File: src/rtl/oam_dma.sv
// ---------------------------------------------------------------------------
// oam_dma - $4014 sprite DMA bus initiator.
//
// A write to $4014 halts the CPU and copies 256 bytes from page XX00..XXFF
// to OAMDATA ($2004) as alternating read/write accesses on the shared
// memreq/memack bus. At most one access is started per CPU tick.
//
// Optional feature macro: OAM_DMA_ALIGN_EN
//   defined   : an ALIGN state adds one tick when the trigger lands on an
//               odd CPU cycle (513/514-tick cycle-accurate timing).
//   undefined : HALT goes straight to RD; fixed 513 ticks, no parity flop.
//
// Ports:
//   clk       in   system clock
//   reset     in   asynchronous active-low reset
//   tick      in   CPU-cycle enable
//   dmawr     in   one-clk strobe: CPU wrote $4014
//   dmapage   in   [7:0] source page
//   cpuhalt   out  holds the CPU while the DMA owns the bus
//   memaddr   out  [15:0] bus address
//   memwdata  out  [7:0] write data
//   memwr     out  1 = write, 0 = read
//   memreq    out  request; responder acts on its rising edge
//   memack    in   one-clk acknowledge
//   memrdata  in   [7:0] read data, valid with memack
//   dmabusy   out  high from accepted trigger until DONE
// ---------------------------------------------------------------------------
module oam_dma #(
  parameter logic [15:0] OAMDATA_ADDR = 16'h2004,
  parameter int unsigned LEN          = 256
) (
  input  logic        clk,
  input  logic        reset,
  input  logic        tick,
  input  logic        dmawr,
  input  logic [7:0]  dmapage,
  output logic        cpuhalt,
  output logic [15:0] memaddr,
  output logic [7:0]  memwdata,
  output logic        memwr,
  output logic        memreq,
  input  logic        memack,
  input  logic [7:0]  memrdata,
  output logic        dmabusy
);

  localparam logic [8:0] LEN_C = 9'(LEN);

  typedef enum logic [2:0] {
    S_IDLE  = 3'd0,
    S_HALT  = 3'd1,
    S_ALIGN = 3'd2,
    S_RD    = 3'd3,
    S_RDW   = 3'd4,
    S_WR    = 3'd5,
    S_WRW   = 3'd6,
    S_DONE  = 3'd7
  } state_t;

  state_t      state_q, state_d;
  logic [8:0]  count_q, count_d;
  logic [7:0]  page_q, page_d;
  logic [15:0] addr_q, addr_d;
  logic [7:0]  wdata_q, wdata_d;
  logic        wr_q, wr_d;
  logic        req_q, req_d;
  logic        halt_q, halt_d;
  logic        busy_q, busy_d;

`ifdef OAM_DMA_ALIGN_EN
  logic parity_q, parity_d;

  // CPU-cycle parity: free-running toggle on every tick, independent of DMA.
  always_comb begin
    if (tick) begin
      parity_d = ~parity_q;
    end else begin
      parity_d = parity_q;
    end
  end

  // Parity register.
  always_ff @(posedge clk or negedge reset) begin
    if (!reset) begin
      parity_q <= 1'b0;
    end else begin
      parity_q <= parity_d;
    end
  end
`endif

  // Next-state and registered-output computation for the DMA sequencer.
  always_comb begin
    state_d = state_q;
    count_d = count_q;
    page_d  = page_q;
    addr_d  = addr_q;
    wdata_d = wdata_q;
    wr_d    = wr_q;
    req_d   = req_q;
    halt_d  = halt_q;
    busy_d  = busy_q;

    case (state_q)
      S_IDLE: begin
        if (dmawr) begin
          page_d  = dmapage;
          count_d = 9'd0;
          busy_d  = 1'b1;
          halt_d  = 1'b1;
          state_d = S_HALT;
        end else begin
          state_d = S_IDLE;
        end
      end
      // The first halted tick is the dummy cycle.
      S_HALT: begin
        if (tick) begin
`ifdef OAM_DMA_ALIGN_EN
          if (parity_q) begin
            state_d = S_ALIGN;
          end else begin
            state_d = S_RD;
          end
`else
          state_d = S_RD;
`endif
        end else begin
          state_d = S_HALT;
        end
      end
`ifdef OAM_DMA_ALIGN_EN
      S_ALIGN: begin
        if (tick) begin
          state_d = S_RD;
        end else begin
          state_d = S_ALIGN;
        end
      end
`endif
      S_RD: begin
        if (tick) begin
          addr_d  = {page_q, count_q[7:0]};
          wr_d    = 1'b0;
          req_d   = 1'b1;
          state_d = S_RDW;
        end else begin
          state_d = S_RD;
        end
      end
      // Request and address held until acknowledged; the next access waits
      // for a later tick, which guarantees a low clk on memreq in between.
      S_RDW: begin
        if (memack && req_q) begin
          wdata_d = memrdata;
          req_d   = 1'b0;
          state_d = S_WR;
        end else begin
          state_d = S_RDW;
        end
      end
      S_WR: begin
        if (tick) begin
          addr_d  = OAMDATA_ADDR;
          wr_d    = 1'b1;
          req_d   = 1'b1;
          state_d = S_WRW;
        end else begin
          state_d = S_WR;
        end
      end
      // The low byte wraps inside the page; termination uses all 9 bits.
      S_WRW: begin
        if (memack && req_q) begin
          req_d   = 1'b0;
          count_d = count_q + 9'd1;
          if (count_d == LEN_C) begin
            state_d = S_DONE;
          end else begin
            state_d = S_RD;
          end
        end else begin
          state_d = S_WRW;
        end
      end
      S_DONE: begin
        halt_d  = 1'b0;
        busy_d  = 1'b0;
        state_d = S_IDLE;
      end
      default: begin
        req_d   = 1'b0;
        halt_d  = 1'b0;
        busy_d  = 1'b0;
        state_d = S_IDLE;
      end
    endcase
  end

  // Sequencer state and output registers.
  always_ff @(posedge clk or negedge reset) begin
    if (!reset) begin
      state_q <= S_IDLE;
      count_q <= 9'd0;
      page_q  <= 8'd0;
      addr_q  <= 16'd0;
      wdata_q <= 8'd0;
      wr_q    <= 1'b0;
      req_q   <= 1'b0;
      halt_q  <= 1'b0;
      busy_q  <= 1'b0;
    end else begin
      state_q <= state_d;
      count_q <= count_d;
      page_q  <= page_d;
      addr_q  <= addr_d;
      wdata_q <= wdata_d;
      wr_q    <= wr_d;
      req_q   <= req_d;
      halt_q  <= halt_d;
      busy_q  <= busy_d;
    end
  end

  assign cpuhalt  = halt_q;
  assign memaddr  = addr_q;
  assign memwdata = wdata_q;
  assign memwr    = wr_q;
  assign memreq   = req_q;
  assign dmabusy  = busy_q;

endmodule

File: config.mk
export PLATFORM = sky130hd
export DESIGN_NAME = oam_dma
export DESIGN_NICKNAME = d
export VERILOG_FILES = /design/src/rtl/oam_dma.sv
export SDC_FILE = /design/constraint.sdc
export NUM_CORES = 1
export LEC_CHECK = 0
export ABC_AREA = 1
export BUFFER_PORTS_ARGS = -buffer_cell sky130_fd_sc_hd__buf_2
export CORE_ASPECT_RATIO = 2
export CORE_MARGIN = 8
export CORE_UTILIZATION = 51
export DETAILED_ROUTE_END_ITERATION = 16
export PLACE_DENSITY = 0.76
export RECOVER_POWER = 50
export REMOVE_ABC_BUFFERS = 1
export SETUP_SLACK_MARGIN = 0.15
export SLEW_MARGIN = 20
export SYNTH_ARGS = -nofsm -noshare
export SYNTH_HDL_FRONTEND = slang
export SYNTH_SLANG_ARGS = --single-unit
File: constraint.sdc
create_clock -name clk -period 2.2 [get_ports clk]
set_input_delay 0.66 -clock clk [delete_from_list [all_inputs] [get_ports clk]]
set_output_delay 0.66 -clock clk [all_outputs]
set_load 0.01 [all_outputs]
# Word-level counts from Yosys, hierarchy flattened
# Cells that the tools add are included.
op_classes:
  multipliers: 0
  reduce_logical: 14
  magnitude_cmp: 0
  n_eq_ne: 13
  n_addsub: 1
  div_mod_pow: 0
  shifts: 0
  n_bitwise: 2
  mux: 21
ops:
  columns: ["cell", "n"]
  rows:
  - ["16-bit 2-to-1 mux", 2]
  - ["16-bit case mux with 2 select lines", 1]
  - ["9-bit 2-to-1 mux", 2]
  - ["3-bit case mux with 6 select lines", 1]
  - ["9-bit case mux with 2 select lines", 1]
  - ["3-bit equality test (second input constant)", 4]
  - ["9-bit by 1-bit adder with 9-bit output (second input constant)", 1]
  - ["9-bit equality test (second input constant)", 1]
  - ["3-bit 2-to-1 mux", 3]
  - ["3-bit AND reduction", 3]
  - ["2-bit inequality test (second input constant)", 4]
  - ["1-bit 2-to-1 mux", 6]
  - ["2-bit AND reduction", 3]
  - ["5-bit OR reduction", 1]
  - ["2-bit 2-to-1 mux", 2]
  - ["2-bit by 1-bit inequality test with 1-bit output (second input constant)", 2]
  - ["1-bit case mux with 2 select lines", 2]
  - ["2-bit nonzero test", 2]
  - ["2-bit OR reduction", 2]
  - ["3-bit by 1-bit equality test with 1-bit output (second input constant)", 1]
  - ["3-bit by 2-bit equality test with 1-bit output (second input constant)", 1]
  - ["3-bit logical NOT", 1]
  - ["1-bit case mux with 3 select lines", 1]
  - ["3-bit OR reduction", 1]
  - ["other kinds (2)", 3]
word_totals:
  wordCells: 59
  n_memories: 0
  output_inout_bits: 28
  romBits: 0
  ramBits: 0
  latch_bits: 0
  register_bits: 47

# Depth between registers and ports, before layout
logic_depth:
  ltp_word: 5
  depth_mapped: 11

# Least setup slack after synthesis
# OpenSTA, ideal clock, no wires.
synth_path:
  path_kind: "input-to-reg"
  startpoint: "in memack"
  endpoint: "reg wdata_q[0], in the netlist memwdata[0]"
  path_stages: 4
  arrival_time_ns: 1.370
  setup_slack_ns: 0.706
  required_time_ns: 2.075
  setup_time_ns: 0.125
  cell_sequence: "nand2_1 inv_1 nand3b_2 mux2_2"
synth_between:
  elab_chain_cells: 2
synth_rtl:
  columns: ["item", "line", "text"]
  rows:
  - ["start: declaration", "42", "input logic memack,"]
  - ["1-bit logical AND", "154", "if (memack && req_q) begin"]
  - ["2-bit AND reduction (no line)", null, null]
  - ["end signal: assignment", "217", "wdata_q <= wdata_d;"]
  - ["end: declaration", "64", "logic [7:0] wdata_q, wdata_d;"]
# Every way passes these cells.
# A chain may end at the register's enable or synchronous reset.

# Worst setup path in the final report
layout_path:
  startpoint: "reg state_q[2]"
  endpoint: "reg wdata_q[1], in the netlist memwdata[1]"
layout_between:
  elab_chain_cells: 2
layout_rtl:
  columns: ["item", "line", "text"]
  rows:
  - ["start: declaration", "60", "state_t state_q, state_d;"]
  - ["start signal: assignment", "213", "state_q <= state_d;"]
  - ["3-bit equality test", "104", "case (state_q)"]
  - ["2-bit AND reduction (no line)", null, null]
# Every way passes these cells.

==> summary.txt <==
Run
  – Max Cap Violations: 0

Global route
  – Met1 GRT Util: between 10% and 20%
  – Gr ovfl total: 0
  – Antenna violations before repair: 0
  – GR Util met3: 3.87%
  – First-pass GRT wire length: approximately 7.7 mm
  – Met2 GRT Util: between 20% and 30%
  – GRT busiest layer: met2
  – GRT Total Usage: 15.3%
  – Vias in the first global route: 1784
  – Largest net degree at the start of global routing: between 40 and 50

Clock network
  – Post-CTS Hold Fix Bufs: 0
  – Reg clk slew, reported paths: roughly 80 ps
  – Clock latency on the worst-skew pair: about 300 ps
  – CTS Buffer Depth: 2
  – Root Driver: clkbuf_8
  – CTS H-tree depth: 2
  – CTS tree: yes
  – # resized after CTS: 0
  – Post-CTS setup buffers: 0
  – CTS buffer count: 5
  – Clk sinks: between 40 and 50

Die
  – Row cnt: 33
  – Die area: about 6500 um^2
  – Core ar.: approximately 4000 um^2
  – Die Height: 106 um
  – I/O pins: around 50
  – Die Span X: a little over 60 um
  – Starting Density: approximately half

Yosys
  – Post-synth cell types: 29
  – Syn. warnings: 0
  – Mapped cell area: around 2100 um^2
  – Post-synthesis sequential area ratio: about 57%
  – #FFs+latches synth: 47
  – Cells after synthesis: 230
  – Syn avg cell area: between 9 and 10 um^2

Power
  – Worst vdd ir: slightly above 1 mV
  – Clock share of power: roughly 23%
  – Sw frac: between 30% and 40%
  – Sequential power share: a little under half
  – P_int: between 1.5 and 2 mW
  – Switch Pwr: a little under 1 mW
  – Gate power share: a little under a third
  – Leakage power: around 1.3 nW
  – Power density over the cells: between 1000 and 1500 nW/um^2

Setup path
  – Crit path DAT: between 1500 and 2000 ps
  – WP data required: around 2400 ps
  – CP Max Fanout: 9
  – Setup Crit Path Kind: register to register
  – Nature of the critical path startpoint: register
  – Worst setup EP type: register

Timing
  – Final Hold Viols: 0
  – Sum Neg Setup Slack: 0 ps
  – Min Tclk post-route: 1680 ps
  – Final worst-path cycle share: 76.5%
  – Endpoints failing setup: 0
  – Final Max Slew Viols: 0
  – Max Clock Skew: 4.98 ps
  – Max Clk Rate: about 590 MHz
  – Slew headroom: around a quarter
  – Worst Tran Pin Value: between 1000 and 1500 ps
  – Unrepaired setup endpoints after global routing: false

Cells and area
  – Layout cell share with drive strength beyond 1: about a quarter
  – Nets: between 300 and 400
  – Util after Layout: between 60% and 70%
  – Filler Cell Count: between 300 and 400
  – Antenna cells: 0
  – Most frequent cells in the layout: nand2_1, dfrtp_1, buf_2, inv_1, o21ai_0
  – Commonest non-fill, non-tap cell in the layout: nand2_1
  – Synth-to-layout area growth: 18.5%
  – Fin area: about 2500 um^2
  – Non-Filler Instances: 336

Min path
  – Min-Delay Path Class: register to register

Placement
  – Routability cong.: roughly 0.82
  – Cells after DPL: 328
  – Post-DP HPWL: 3.46 mm
  – Post-DP Area: approximately 2400 um^2
  – I/O Buffers: 48

Status
  – Status: finished, final reports clean

Drt
  – Router iterations before antenna repair: 4
  – Drt wl/cell: 13.9 um
  – Initial DRC count: 37
  – Vias per cell: just over 5
  – DRT Wirelength: 4.67 mm
  – Routed Antenna Nets: 0
  – DRC Markers: 0
  – Vias: around 1700
flip-flops by register name, summed over array words and instances (netlist names):
| name | cells |
|---|---|
| memwdata | 8 |
| state_q | 3 |
| memaddr | 16 |
| memwr | 1 |
| dmabusy | 1 |
| count_q | 9 |
| memreq | 1 |
| page_q | 8 |
final cells by class:
class / instances / area [um^2] / share of cell area (%)
clock buffers: 5 / 68.8 / 2.79
clock inverters: 3 / 43.8 / 1.78
inverters: 28 / 108 / 4.36
multi-input cells: 151 / 757 / 30.7
flip-flops and latches: 47 / 1180 / 47.7
well taps: 52 / 65.1 / 2.64
repair buffers: 50 / 248 / 10.0
critical path, stage by stage, from the launching register on:
cell and delay, ps:
dfrtp_1 440, inv_1 110, nor2_1 210, nand3b_1 390, mux2_2 420
metal layers:
layer  vias to the layer above  wire (um)
met2                        43       2400
met3                         8        258
met1                       823       1910
li1                        841          -
met4                         0         99
met5                         -          0
synth_stat cells:
cell / n / area share, %
nand2_1: 76 / 14
dfrtp_1: 47 / 57
inv_1: 24 / 4.3
o21ai_0: 19 / 4.6
nand3_1: 10 / 2.4
nor2_1: 10 / 1.8
mux2_2: 8 / 4.3
o21ai_1: 6 / 1.4
inv_2: 3 / 0.54
a31oi_1: 2 / 0.60
buf_2: 2 / 0.48
nand2_2: 2 / 0.60
nand2_4: 2 / 1.1
nand4_1: 2 / 0.60
nor2_4: 2 / 1.1
o22ai_1: 2 / 0.60
buf_4: 1 / 0.36
buf_6: 1 / 0.54
ha_1: 1 / 0.60
inv_4: 1 / 0.30
nand3b_1: 1 / 0.36
nand3b_2: 1 / 0.54
nor2_2: 1 / 0.30
nor3_1: 1 / 0.24
o2111ai_1: 1 / 0.42
o211ai_1: 1 / 0.36
o32ai_1: 1 / 0.42
xnor2_1: 1 / 0.42
xor2_1: 1 / 0.42
stage by stage:
| stage | total power, mW | hold WS, ps | setup slack [ps] |
|---|---|---|---|
| floorplan | 1.84 | 364 | 586 |
| global placement | 2.17 | 462 | 471 |
| detailed placement | 2.22 | 471 | 414 |
| CTS | 2.85 | 448 | 616 |
| global route | 2.98 | 517 | 430 |
| finish | 2.80 | 493 | 516 |
kinds of logic (layout without fill, tap and decap cells):
logic type | count (synthesis) | count (layout) | share of synthesized area [%]
AOI/OAI and AO/OA | 32 | 32 | 8.42
xor gates and xnor gates | 2 | 2 | 0.842
adders and majority gates | 1 | 1 | 0.601
buffers and inverters | 32 | 86 | 6.55
DFF | 47 | 47 | 56.5
muxes | 8 | 8 | 4.33
and+or+nand+nor | 108 | 108 | 22.7
power by group through the flow:
stage / clock [mW] / combinational [mW] / sequential (mW)
finish: 0.629 / 0.872 / 1.30
global route: 0.673 / 0.977 / 1.33
CTS: 0.644 / 0.910 / 1.30
detailed placement: 0 / 0.900 / 1.32
global placement: 0 / 0.866 / 1.31
floorplan: 0 / 0.461 / 1.38
final timing paths:
kind                                  startpoint  slack [ps]                 endpoint  depth (start not counted)
min in group asynchronous                  reset         650    page_q[1]$_DFFE_PN0P_                          2
max                         state_q[2]$_DFF_PN0_         520  memwdata[1]$_DFFE_PN0P_                          4
min reg2reg                page_q[4]$_DFFE_PN0P_         490    page_q[4]$_DFFE_PN0P_                          2
max in group asynchronous                  reset         870   count_q[3]$_DFFE_PN0P_                          2
max reg2reg                 state_q[2]$_DFF_PN0_         520  memwdata[1]$_DFFE_PN0P_                          4
min                        page_q[4]$_DFFE_PN0P_         490    page_q[4]$_DFFE_PN0P_                          2
Power figures use the tool's default switching activity.
